File: config.mk
export PLATFORM = sky130hd
export DESIGN_NAME = sw_debounce
export DESIGN_NICKNAME = d
export VERILOG_FILES = /design/src/rtl/sw_debounce.sv
export SDC_FILE = /design/constraint.sdc
export NUM_CORES = 1
export LEC_CHECK = 0
export CORE_ASPECT_RATIO = 0.75
export CORE_UTILIZATION = 40
export DETAILED_ROUTE_END_ITERATION = 10
export GPL_ROUTABILITY_DRIVEN = 0
export PLACE_DENSITY = 0.66
export SLEW_MARGIN = 20
export SYNTH_ARGS = -nofsm -noshare
export SYNTH_HDL_FRONTEND = slang
export SYNTH_SLANG_ARGS = --single-unit
File: constraint.sdc
create_clock -name clock -period 1.86 [get_ports clock]
set_clock_uncertainty 0.1 [all_clocks]
set_input_delay 0.186 -clock clock [delete_from_list [all_inputs] [get_ports clock]]
set_output_delay 0.186 -clock clock [all_outputs]
set_load 0.01 [all_outputs]
File: src/rtl/sw_debounce.sv
// sw_debounce
//   Conditions a raw slide-switch vector before it is used as a period
//   select. Every bit is passed through a two-flop synchronizer. The
//   synchronized vector is then qualified as a whole: a new value is
//   committed to o_sw only after it has held steady for DEBOUNCE_CYCLES
//   clocks. Each commit also produces registered one-cycle rise/fall strobes.
//
//   Ports
//     clock      system clock, rising edge
//     i_reset    asynchronous reset, active low
//     i_sw       raw asynchronous switch inputs
//     o_sw       debounced switch value
//     o_sw_rise  one-cycle strobe per bit on a committed 0->1
//     o_sw_fall  one-cycle strobe per bit on a committed 1->0
//     o_busy     high while a candidate value is being qualified
//
//   Legal parameter range: 2 <= DEBOUNCE_CYCLES <= 2**NB_DEBOUNCE
//
//   state | meaning
//   ------+----------------------------------------------------------
//   IDLE  | synchronized input matches o_sw; counter held at 0
//   COUNT | a candidate differs from o_sw; counting its stable clocks
module sw_debounce #(
   parameter int unsigned NB_SW           = 4,
   parameter int unsigned NB_DEBOUNCE     = 20,
   parameter int unsigned DEBOUNCE_CYCLES = 1000000
) (
   input  logic             clock,
   input  logic             i_reset,
   input  logic [NB_SW-1:0] i_sw,
   output logic [NB_SW-1:0] o_sw,
   output logic [NB_SW-1:0] o_sw_rise,
   output logic [NB_SW-1:0] o_sw_fall,
   output logic             o_busy
);

   // The terminal count always fits in NB_DEBOUNCE bits inside the legal
   // parameter range, so the truncating cast loses nothing.
   localparam logic [NB_DEBOUNCE-1:0] CNT_LAST = NB_DEBOUNCE'(DEBOUNCE_CYCLES - 1);

   typedef enum logic {
      IDLE  = 1'b0,
      COUNT = 1'b1
   } state_t;

   state_t                 state, state_nxt;
   logic [NB_SW-1:0]       sync1, sync2;
   logic [NB_SW-1:0]       cand, cand_nxt;
   logic [NB_DEBOUNCE-1:0] cnt, cnt_nxt;
   logic [NB_SW-1:0]       sw_nxt, rise_nxt, fall_nxt;

   always_ff @(posedge clock or negedge i_reset) begin
      if (!i_reset) begin
         sync1 <= '0;
         sync2 <= '0;
      end else begin
         sync1 <= i_sw;
         sync2 <= sync1;
      end
   end

   always_ff @(posedge clock or negedge i_reset) begin
      if (!i_reset) begin
         state     <= IDLE;
         cand      <= '0;
         cnt       <= '0;
         o_sw      <= '0;
         o_sw_rise <= '0;
         o_sw_fall <= '0;
      end else begin
         state     <= state_nxt;
         cand      <= cand_nxt;
         cnt       <= cnt_nxt;
         o_sw      <= sw_nxt;
         o_sw_rise <= rise_nxt;
         o_sw_fall <= fall_nxt;
      end
   end

   // In COUNT the row order matters: a return to o_sw is a rejected
   // glitch, any other change restarts the window, and only a candidate
   // that held through the whole window is committed.
   always_comb begin
      state_nxt = state;
      cand_nxt  = cand;
      cnt_nxt   = cnt;
      sw_nxt    = o_sw;
      rise_nxt  = '0;
      fall_nxt  = '0;
      case (state)
         IDLE: begin
            cnt_nxt = '0;
            if (sync2 != o_sw) begin
               state_nxt = COUNT;
               cand_nxt  = sync2;
            end
         end
         COUNT: begin
            if (sync2 == o_sw) begin
               state_nxt = IDLE;
               cnt_nxt   = '0;
            end else if (sync2 != cand) begin
               cand_nxt = sync2;
               cnt_nxt  = '0;
            end else if (cnt == CNT_LAST) begin
               sw_nxt    = cand;
               rise_nxt  = cand & ~o_sw;
               fall_nxt  = ~cand & o_sw;
               state_nxt = IDLE;
               cnt_nxt   = '0;
            end else begin
               cnt_nxt = cnt + NB_DEBOUNCE'(1);
            end
         end
         default: begin
            state_nxt = IDLE;
            cnt_nxt   = '0;
         end
      endcase
   end

   assign o_busy = (state == COUNT);

endmodule

**Word level (Yosys, flattened, before mapping)**

Index checks and enable logic that the tools add are counted.

- Add/subtract/negate cells: 1
- Equality and inequality tests: 7
- Multiplexer cells: 21
- Bitwise logic cells: 7
- Reduce and logical (&&, ||, !) cells: 2

Operators with widths:

| cell | count |
|---|---|
| 20-bit 2-to-1 mux | 3 |
| 4-bit 2-to-1 mux | 11 |
| 20-bit one-hot mux with 2 select lines | 1 |
| 20-bit by 1-bit adder with 20-bit output, second input constant | 1 |
| 20-bit equality test, second input constant | 1 |
| 4-bit AND | 2 |
| 4-bit inequality test | 2 |
| 4-bit inverter | 2 |
| 4-bit one-hot mux with 2 select lines | 1 |
| 4-bit equality test | 1 |
| 1-bit 2-to-1 mux | 4 |
| 2-bit inequality test, second input constant | 2 |
| 4-bit AND reduction | 1 |
| 1-bit inverter | 3 |
| 3-bit AND reduction | 1 |
| 2-bit by 1-bit inequality test with 1-bit output, second input constant | 1 |
| 1-bit one-hot mux with 2 select lines | 1 |

- Register bits after elaboration: 45
- Input port bits: 6
- Output and inout port bits: 13
- Word-level logic and storage cells: 46

**Depth between registers and ports, before layout**

- Depth after elaboration: 6
- Gate-level depth with buffers: 5
- Gate-level depth less buffers: 5

**Worst setup path before layout**

No wires, ideal clock.

- Kind: register to register
- Start: reg cnt[0]
- End: reg cnt[18]
- Setup time: 0.087 ns
- Arrival time: 1.818 ns
- Data required time: 1.673 ns
- Setup slack: -0.145 ns
- Stages on the path, launching flop included: 6
- Buffers on the path: 0
- Period minus slack after synthesis: 2.005 ns
- Cell sequence: dfrtp_1 -> ha_1 -> nand3_4 -> or3_4 -> or4_4 -> a211oi_2

- Cells in the longest elaborated chain, start to end: 5
- Elaborated cells on any way between the ends: 6
- Classes of those cells: add/sub (1); eq/ne (1); mux (4)

RTL lines:

| item | line | text |
|---|---|---|
| start: declaration | 49 | `logic [NB_DEBOUNCE-1:0] cnt, cnt_nxt;` |
| start signal: assignment | 73 | `cnt <= cnt_nxt;` |
| 20-bit by 1-bit adder with 20-bit output or 20-bit equality test (tied branches) | 112, 105 |  |
| 20-bit 2-to-1 mux (*) | 105 | `end else if (cnt == CNT_LAST) begin` |
| 20-bit 2-to-1 mux (*) | 102 | `end else if (sync2 != cand) begin` |
| 20-bit 2-to-1 mux (*) | 99 | `if (sync2 == o_sw) begin` |
| 20-bit one-hot mux with 2 select lines (*) | 90 | `case (state)` |
| via cnt_nxt[18] | 49 |  |

Mark *: on every way through the listed nets, which the timed path passes. The rest lies on a longest branch.
A chain may end at the register's enable or synchronous reset.

**Worst setup path after layout**

- Start: reg cnt[1]
- End: reg cnt[18]

Same word-level chain as after synthesis.

==> results_dict.tcl <==
set metrics [dict create \
    critPathMaxFanout 4 \
    maxCapViolCount 0 \
    cts_max_level 2 \
    design.core.area_um2 4600 \
    r2r-end "cnt[18]" \
    timing.critical_path.slowest_stage_cell "or4_4" \
    wl_mm 3.97 \
    ir_drop_mv 0.449 \
    synth_seq_cells 45 \
    rsz0062_at_grt "yes" \
    fin_ws_ns -0.0301 \
    grtUsageTotal_pct 16.7 \
    synth_nets 174 \
    finalCriticalPeriod_ns 1.89 \
    max_freq_mhz 529 \
    yosysTopAreaCellShare_pct 56.9 \
    overflow 0 \
    grt_pass1_wl_mm 6.86 \
    synth.distinct_cells 31 \
    reg2reg_slack_ns -0.03 \
    critical_path_arrival_ns 2.01 \
    drt_iter0_drc 78 \
    vias_per_cell 5.51 \
    area_delta_synth_final_pct 28.3 \
    status "finished, violations left" \
    antenna_cells 0 \
    fin_nets 218 \
    die_width_um 83.2 \
    drv_slew 0 \
    synth_most_common_cell "dfrtp_1" \
    cp.required_ns 1.98 \
    synth_ff_type "dfrtp_1" \
    critPathLaunchType "flop" \
    clkSlewWorstSetupHoldPaths_ns 0.09 \
    avgSynthCellArea_um2 11.9 \
    fin_tns_setup_ns -0.0306 \
    fp.dieH_um 62.9 \
    cts_buffers 5 \
    regArea_um2 1130 \
    tightest_slew_ns 0.497 \
    final_cells 269 \
    ys_warn_count 0 \
    post-place-ws_ns -0.0331 \
    avgRoutedWirePerCell_um 14.8 \
    antenna_found_initial 0 \
    ios 19 \
    synth_seq_area_share_pct 56.9 \
    grt_max_degree 41 \
    reg2reg_depth 5 \
    total_leakage_power_uw 0.000956 \
    setup_viol 3 \
    drive_above_1_share_pct 25.9 \
    critPathMaxStageDelay_ns 0.48 \
    start_util_pct 43.0 \
    synthArstFlopShare_pct 100 \
    dpl.cell_count 258 \
    synthTopCellsByArea "dfrtp_1, xnor2_1, mux2_2, nor3_1, nor4_1" \
    synth_common_cells "dfrtp_1, xnor2_1, nor3_1" \
    root_buffer "clkbuf_8" \
    max_slew_margin_pct 66.8 \
    clockBufferDepth 2 \
    synthCells 167 \
    finalCritPeriodShare_pct 102 \
    syn-cell-area_um2 1980 \
    vias 1481 \
    whs_ns 0.137 \
    cts_tree "built" \
    path_cells "ha_4, nand3_4, or3_4, or4_4, a211oi_2" \
    yosys.area.top_type "dfrtp_1" \
    multi_input_area_um2 870 \
    design.die.area_um2 5240 \
    power.density_nw_per_um2 683 \
    postRouteAntennaNets 0 \
    violations "negative setup slack" \
    min_path_type "in2async" \
    place_hpwl_mm 2.81 \
    fillers 385 \
    cts_sinks 45 \
    drc 0 \
    io_buffers 18 \
    setup.worst_path.end_class "flop" \
    firstDrtPassIters 4 \
    rows 21 \
    grt_pass1_vias 1433 \
    r2r_start "cnt[1]" \
    hold_viol 0 \
    setup.worst_path.class "reg2reg" \
    clk_latency_ns 0.29 \
    synth_edf_count 0 \
]
==> flip-flops by register name, summed over array words and instances (netlist names) <==
register	count
sync1	4
o_busy	1
o_sw_fall	4
cand	4
o_sw	4
cnt	20
sync2	4
o_sw_rise	4
==> layout make-up <==
class	count	area share, %
Sequential cell	45	44.4
Timing Repair Buffer	40	13.7
Clock inverter	3	0.838
Inverter	9	1.33
Tap cell	57	2.81
Multi-Input combinational cell	110	34.3
Clock buffer	5	2.71
==> metrics by stage <==
step	util, %	instance area (um^2)	total power, uW
2_1_floorplan	-	1990	1090
3_3_place_gp	51.5	2370	1140
3_5_place_dp	51.5	2370	1140
4_1_cts	54.5	2500	1760
5_1_grt	55.2	2540	1810
6_report	55.2	2540	1730
==> power breakdown <==
group          switching (uW)  total [uW]  leakage [uW]  internal, uW
sequential               23.6        1020      0.000594           997
combinational            55.5         108      0.000317          52.1
clock                     339         606     0.0000445           267
==> repair_timing <==
| action | CTS | global route |
|---|---|---|
| hold buffers | 1 | 0 |
| endpoints found under the hold margin | 45 | 0 |
| setup endpoints to repair | 7 | 25 |
| pin swaps | 2 | 1 |
| setup buffers | 2 | 0 |
| gates cloned | 0 | 0 |
| gates resized for setup | 4 | 7 |
==> cells by family (layout without fill, tap and decap cells) <==
family / after synthesis / after routing / share of synthesized area [%]
AO/OA/AOI/OAI: 12 / 12 / 4.49
XOR/XNOR: 21 / 21 / 9.29
flip-flops: 45 / 45 / 56.9
multiplexers: 8 / 8 / 4.55
AND/OR/NAND/NOR: 68 / 68 / 21.8
adder cells (fa/ha/maj): 1 / 1 / 0.632
buffers and inverters: 12 / 57 / 2.34
==> worst max-delay path: cells and delay by family, from the launching register on <==
| family | cells | cell delay (ns) |
|---|---|---|
| AOI/OAI and AO/OA | 1 | 0.18 |
| adders and majority gates | 1 | 0.17 |
| DFF | 1 | 0.41 |
| and+or+nand+nor | 3 | 0.94 |
==> cells in the final DEF, fill, tap and decap left out, types with 3 or more instances in the layout <==
cell / synthesis / routed
clkdlybuf4s50_1: 0 / 17
dfrtp_1: 45 / 44
nor3_1: 15 / 15
nor2_1: 4 / 4
o31ai_1: 3 / 3
nand4_1: 6 / 6
clkbuf_8: 0 / 5
o21ai_0: 3 / 3
a211oi_2: 1 / 3
nand3_1: 7 / 7
xnor2_1: 20 / 20
buf_4: 0 / 20
nor4b_2: 0 / 3
nor4b_1: 6 / 3
mux2_2: 8 / 8
nand2_1: 5 / 5
nor4_1: 9 / 7
inv_1: 9 / 9
==> worst max-delay path by stage <==
stage,start,end,slack [ns],cells after the start
2_1_floorplan,cnt[0],cnt[18],-0.04,5
3_3_place_gp,cnt[1],cnt[18],0.01,5
3_5_place_dp,cnt[1],cnt[18],-0.03,5
4_1_cts,cnt[1],cnt[18],-0.04,5
5_1_grt,cnt[0],cnt[18],-0.11,5
6_report,cnt[1],cnt[18],-0.03,5
==> routing by layer <==
| metal | vias up | global-route usage [%] | part of all wire (%) |
|---|---|---|---|
| met3 | 4 | 3.43 | 3.6 |
| met2 | 33 | 25.1 | 45 |
| met1 | 740 | 24.1 | 50 |
| li1 | 704 | - | - |
| met5 | - | 0 | 0 |
| met4 | 0 | 5.82 | 1.1 |
Power figures use the tool's default switching activity.
==> edit 1 (config.mk and constraints unchanged) <==
Set the parameter `NB_SW` to 5 (it was 4).
--- a/src/rtl/sw_debounce.sv
+++ b/src/rtl/sw_debounce.sv
@@ -23,3 +23,3 @@
 module sw_debounce #(
-   parameter int unsigned NB_SW           = 4,
+   parameter int unsigned NB_SW           = 5,
    parameter int unsigned NB_DEBOUNCE     = 20,
Interface: changed (resized i_sw, o_sw, o_sw_fall and o_sw_rise); port bits go from 19 to 23. The function was not compared with the original's and may differ.
==> edit 1 against the original RTL <==
- critical path type unchanged
- the flow still finishes with violations (setup timing)
- wire length increased by 8.9%
- sequential cell count increased by 6
- fmax decreased by 6.1%
- setup slack got worse by 0.12 ns
- area after synthesis increased by 10%
- via count unchanged
- synthesized cell count increased by 0.60%
- largest power group unchanged
- power increased by 17%
- cell area increased by 16%
- die area increased by 10%
- hold slack improved by 0.081 ns
==> edit 1: results (changes against the original RTL) <==
| Metric | This run | Unit | Delta |
|---|---|---|---|
| Worst path arrival time | 2.10 | ns | was 2.01 ns |
| Static Leak | 1.30 | nW | was 0.956 nW |
| Highest fanout seen on the critical path | 5 | - | was 4 |
| Via count normalized by instance count | 4.89 | - | was 5.51 |
| Non-clock inverters | 1 | - | was 9 |
| Unique cell type count in the Yosys netlist | 29 | - | was 31 |
| Count of buffers not belonging to the clock network in the layout | 59 | - | was 40 |
| Multi-input comb cells | 112 | - | was 110 |
| Sequential area share after synthesis | 0.585 | - | was 0.569 |
| Smallest setup slack after layout | -0.154 | ns | was -0.0301 ns |
| Footprint of the flip-flops and latches | 1280 | µm² | was 1130 µm² |
| Ratio of cells with drive above 1 in the final layout | 0.359 | - | was 0.259 |
| Post-CTS resize count | 9 | - | was 4 |
| Worst hold-check path type | in2reg | - | was in2async |
| Number of buffer cells added on primary ports | 22 | - | was 18 |
| Post-synthesis share of cell area spent on xor and xnor gates | 0.112 | - | was 0.0929 |
| Overall Global Routing Usage | 0.172 | - | was 0.167 |
| Fraction of area in registers | 0.432 | - | was 0.444 |
| Clock buffer count in the final layout | 6 | - | was 5 |
| Mux cell area share after synthesis | 0.0516 | - | was 0.0455 |
| Final core area utilization | 0.583 | - | was 0.552 |
| Outcome | finished with violations | - | unchanged |
| Instance area after placement | 2690 | µm² | was 2370 µm² |
| Pin count of the biggest net entering global routing | 27 | - | was 41 |
| Via count of the first global-routing pass | 1,588 | - | was 1,433 |
| Violations in the final reports | setup timing | - | unchanged |
| Slew at the pin closest to its max-slew limit | 0.565 | ns | was 0.497 ns |
| Iteration-0 DRC Markers | 63 | - | was 78 |
| Cells after DPL | 289 | - | was 258 |
| Clock network area share | 0.0398 | - | was 0.0355 |
| Net count reported at finish | 238 | - | was 218 |
| Synthesized Nets | 176 | - | was 174 |
| Area contributors post-synth | dfrtp_1 (58%), xor2_1 (6.8%), nor3b_2 (5.7%) | - | was dfrtp_1 (57%), xnor2_1 (8.8%), mux2_2 (4.6%) |
| Number of endpoints failing setup at the final stage | 35 | - | was 3 |
| Final non-clock buffer share | 0.182 | - | was 0.137 |
| Number of inserted filler cells in the final layout | 397 | - | was 385 |
| Max stage delay cell, worst path | dfrtp_1 | - | was or4_4 |
| Number of standard cells in the layout, taps in and fillers out | 303 | - | was 269 |
| Largest vdd supply drop | 0.439 | mV | was 0.449 mV |
| Most frequent cells after synthesis | dfrtp_1 (51), nor2_1 (22), xor2_1 (17) | - | was dfrtp_1 (45), xnor2_1 (20), nor3_1 (15) |
edit 1: cell count changes in the layout (fill, tap and decap cells not counted), sizes merged, moves of 10 or more:
| cell | change |
|---|---|
| buf | +14 |
| xor2 | +16 |
| nor3 | -12 |
| nor3b | +10 |
| nor2 | +18 |
edit 1: metal layers:
metal | global-route usage | share of wire | wire length (µm)
met1 | 0.230 | 0.46 | 1990
met3 | 0.0412 | 0.038 | 163
met2 | 0.277 | 0.50 | 2140
met4 | 0.0533 | 0.0053 | 23
met5 | 0 | 0 | 0
edit 1: worst paths after layout:
| path | from | endpoint | slack, ns | cells past startpoint |
|---|---|---|---|---|
| setup / recovery | cnt[7] | cnt[15] | -0.15 | 7 |
| hold / removal | i_sw[2] | sync1[2] | 0.22 | 1 |
| setup reg to reg | cnt[7] | cnt[15] | -0.15 | 7 |
| hold reg to reg | sync1[1] | sync2[1] | 0.25 | 0 |
| max in group asynchronous | i_reset | cnt[15] | 0.67 | 3 |
| min in group asynchronous | i_reset | o_sw_fall[4] | 0.31 | 2 |
edit 1: metrics by stage:
stage | setup TNS (ns) | hold WS (ns) | setup slack [ns]
3_3_place_gp | -1.80 | 0.0908 | -0.0907
2_1_floorplan | 0 | -0.210 | 0.0517
4_1_cts | -2.77 | 0.212 | -0.115
3_5_place_dp | -3.94 | 0.110 | -0.152
5_1_grt | -6.57 | 0.210 | -0.214
6_report | -4.44 | 0.217 | -0.154
edit 1: critical path, delay by kind of cell, from the launching register on:
| family | cells | cell delay, ns |
|---|---|---|
| AND/OR/NAND/NOR | 5 | 1.07 |
| flip-flops | 1 | 0.40 |
| buffers and inverters | 2 | 0.35 |
edit 1: where the power goes:
part,switching (W),internal (W)
clock,0.000349,0.000435
combinational,0.0000554,0.0000508
sequential,0.0000149,0.00113
==> edit 2 (same flow settings) <==
Made on the original files. Add an input register stage for `i_sw`, without a reset; this delays it by one clock.
--- a/src/rtl/sw_debounce.sv
+++ b/src/rtl/sw_debounce.sv
@@ -45,2 +45,8 @@
 
+   logic [NB_SW-1:0] i_sw_q;
+
+   always_ff @(posedge clock) begin
+      i_sw_q <= i_sw;
+   end
+
    state_t                 state, state_nxt;
@@ -56,3 +62,3 @@
       end else begin
-         sync1 <= i_sw;
+         sync1 <= i_sw_q;
          sync2 <= sync1;
Behaviour: not the same (Yosys sat finds a counterexample within 4 cycles, from zero or initial values and one cycle with i_reset low).
==> edit 2 against the original RTL <==
- the run ends with DRC, setup timing left
- hold slack gained 0.068 ns
- setup slack is essentially flat
- area after synthesis grew 4.0%
- sequential cell count grew 4
- power grew 9.6%
- die area grew 3.9%
- clock power grew 10%
- fmax is essentially flat
- wire length grew 14%
- cell area grew 9.9%
- largest cell class unchanged
==> edit 2: results (changes against the original RTL) <==
| Metric | This run | Unit | Delta |
|---|---|---|---|
| Depth of the CTS H-tree | 2 | - | unchanged |
| Proportion of total power due to net switching | 0.248 | - | was 0.241 |
| Combined area of the multi-input logic cells | 913 | µm² | was 870 µm² |
| Worst path arrival time | 2.03 | ns | was 2.01 ns |
| Worst hold-check slack | 0.204 | ns | was 0.137 ns |
| FFs w/ async S/R, synth | 0.918 | - | was 1.00 |
| Unique cell type count in the Yosys netlist | 32 | - | was 31 |
| Fraction of area in registers | 0.433 | - | was 0.444 |
| Highest fanout seen on the critical path | 6 | - | was 4 |
| Global-route met2 utilization | 0.302 | - | was 0.251 |
| Count of buffers not belonging to the clock network in the layout | 53 | - | was 40 |
| Maximum number of buffers from clock root to sink | 2 | - | unchanged |
| Net count reported at finish | 235 | - | was 218 |
| Post-detail-place hpwl | 3.08 | mm | was 2.81 mm |
| Post-CTS resize count | 11 | - | was 4 |
| Total length of routed met3 wires | 215 | µm | was 141 µm |
| Average cell area after synthesis | 12.0 | µm² | was 11.9 µm² |
| Number of endpoints failing setup at the final stage | 4 | - | was 3 |
| Outcome | finished with violations | - | unchanged |
| Final non-clock buffer share | 0.165 | - | was 0.137 |
| Length of the first detailed-routing pass in iterations | 7 | - | was 4 |
| Nature of the critical path startpoint | register | - | unchanged |
| Pin count of the biggest net entering global routing | 36 | - | was 41 |
| Setup Buffers After CTS | 4 | - | was 2 |
| Instance area after placement | 2520 | µm² | was 2370 µm² |
| Area contributors post-synth | dfrtp_1 (55%), xnor2_1 (8.5%), mux2_2 (4.4%) | - | was dfrtp_1 (57%), xnor2_1 (8.8%), mux2_2 (4.6%) |
| Max stage delay cell, worst path | or4_1 | - | was or4_4 |
| Via count normalized by instance count | 5.46 | - | was 5.51 |
| Sequential area share after synthesis | 0.586 | - | was 0.569 |
| Met2 wire length | 2.21 | mm | was 1.78 mm |
| Number of inserted filler cells in the final layout | 392 | - | was 385 |
| Combinational logic power | 0.000126 | W | was 0.000108 W |
| Synthesized Nets | 178 | - | was 174 |
| Ratio of cells with drive above 1 in the final layout | 0.323 | - | was 0.259 |
| Average wire per standard cell | 15.7 | µm | was 14.8 µm |
| Static Leak | 1.08 | nW | was 0.956 nW |
| Clk network pwr share | 0.351 | - | was 0.349 |
| Clock latency on the worst-skew pair | 0.32 | ns | was 0.29 ns |
| Smallest setup slack after layout | -0.0305 | ns | was -0.0301 ns |
| Worst hold-check path type | in2reg | - | was in2async |
| Largest vdd supply drop | 0.536 | mV | was 0.449 mV |
| Placement-stage worst setup slack | -0.0222 | ns | was -0.0331 ns |
| First-pass GRT wire length | 7.69 | mm | was 6.86 mm |
| Drc violations | 1 | - | was 0 |
| DRT met1 WL | 1.98 | mm | was 2.00 mm |
| Synth-to-Final Area Change | 35.4 | % | was 28.3% |
| Violations in the final reports | DRC, setup timing | - | was setup timing |
| Iteration-0 DRC Markers | 138 | - | was 78 |
| Clock network area share | 0.0350 | - | was 0.0355 |
edit 2: logic make-up after synthesis:
kind of cell | after synthesis | share of synthesized area
simple gates | 68 | 0.210
xor+xnor | 21 | 0.0893
flops | 49 | 0.586
mux | 8 | 0.0437
fa+ha+maj | 1 | 0.00607
compound gates | 12 | 0.0431
buf+inv | 12 | 0.0225
edit 2: critical path: cells and delay by family, from the launching register on:
kind            cells  cell delay, ns
compound gates      1            0.22
buf+inv             1            0.12
flops               1            0.42
simple gates        3            0.95
edit 2: metrics by stage:
stage | total power, W | setup TNS [ns] | cells
6_report | 0.00190 | -0.0781 | 289
5_1_grt | 0.00198 | -0.606 | 289
4_1_cts | 0.00193 | -0.0463 | 286
3_5_place_dp | 0.00125 | -0.0382 | 273
3_3_place_gp | 0.00124 | 0 | 273
2_1_floorplan | 0.00118 | -0.0537 | 171
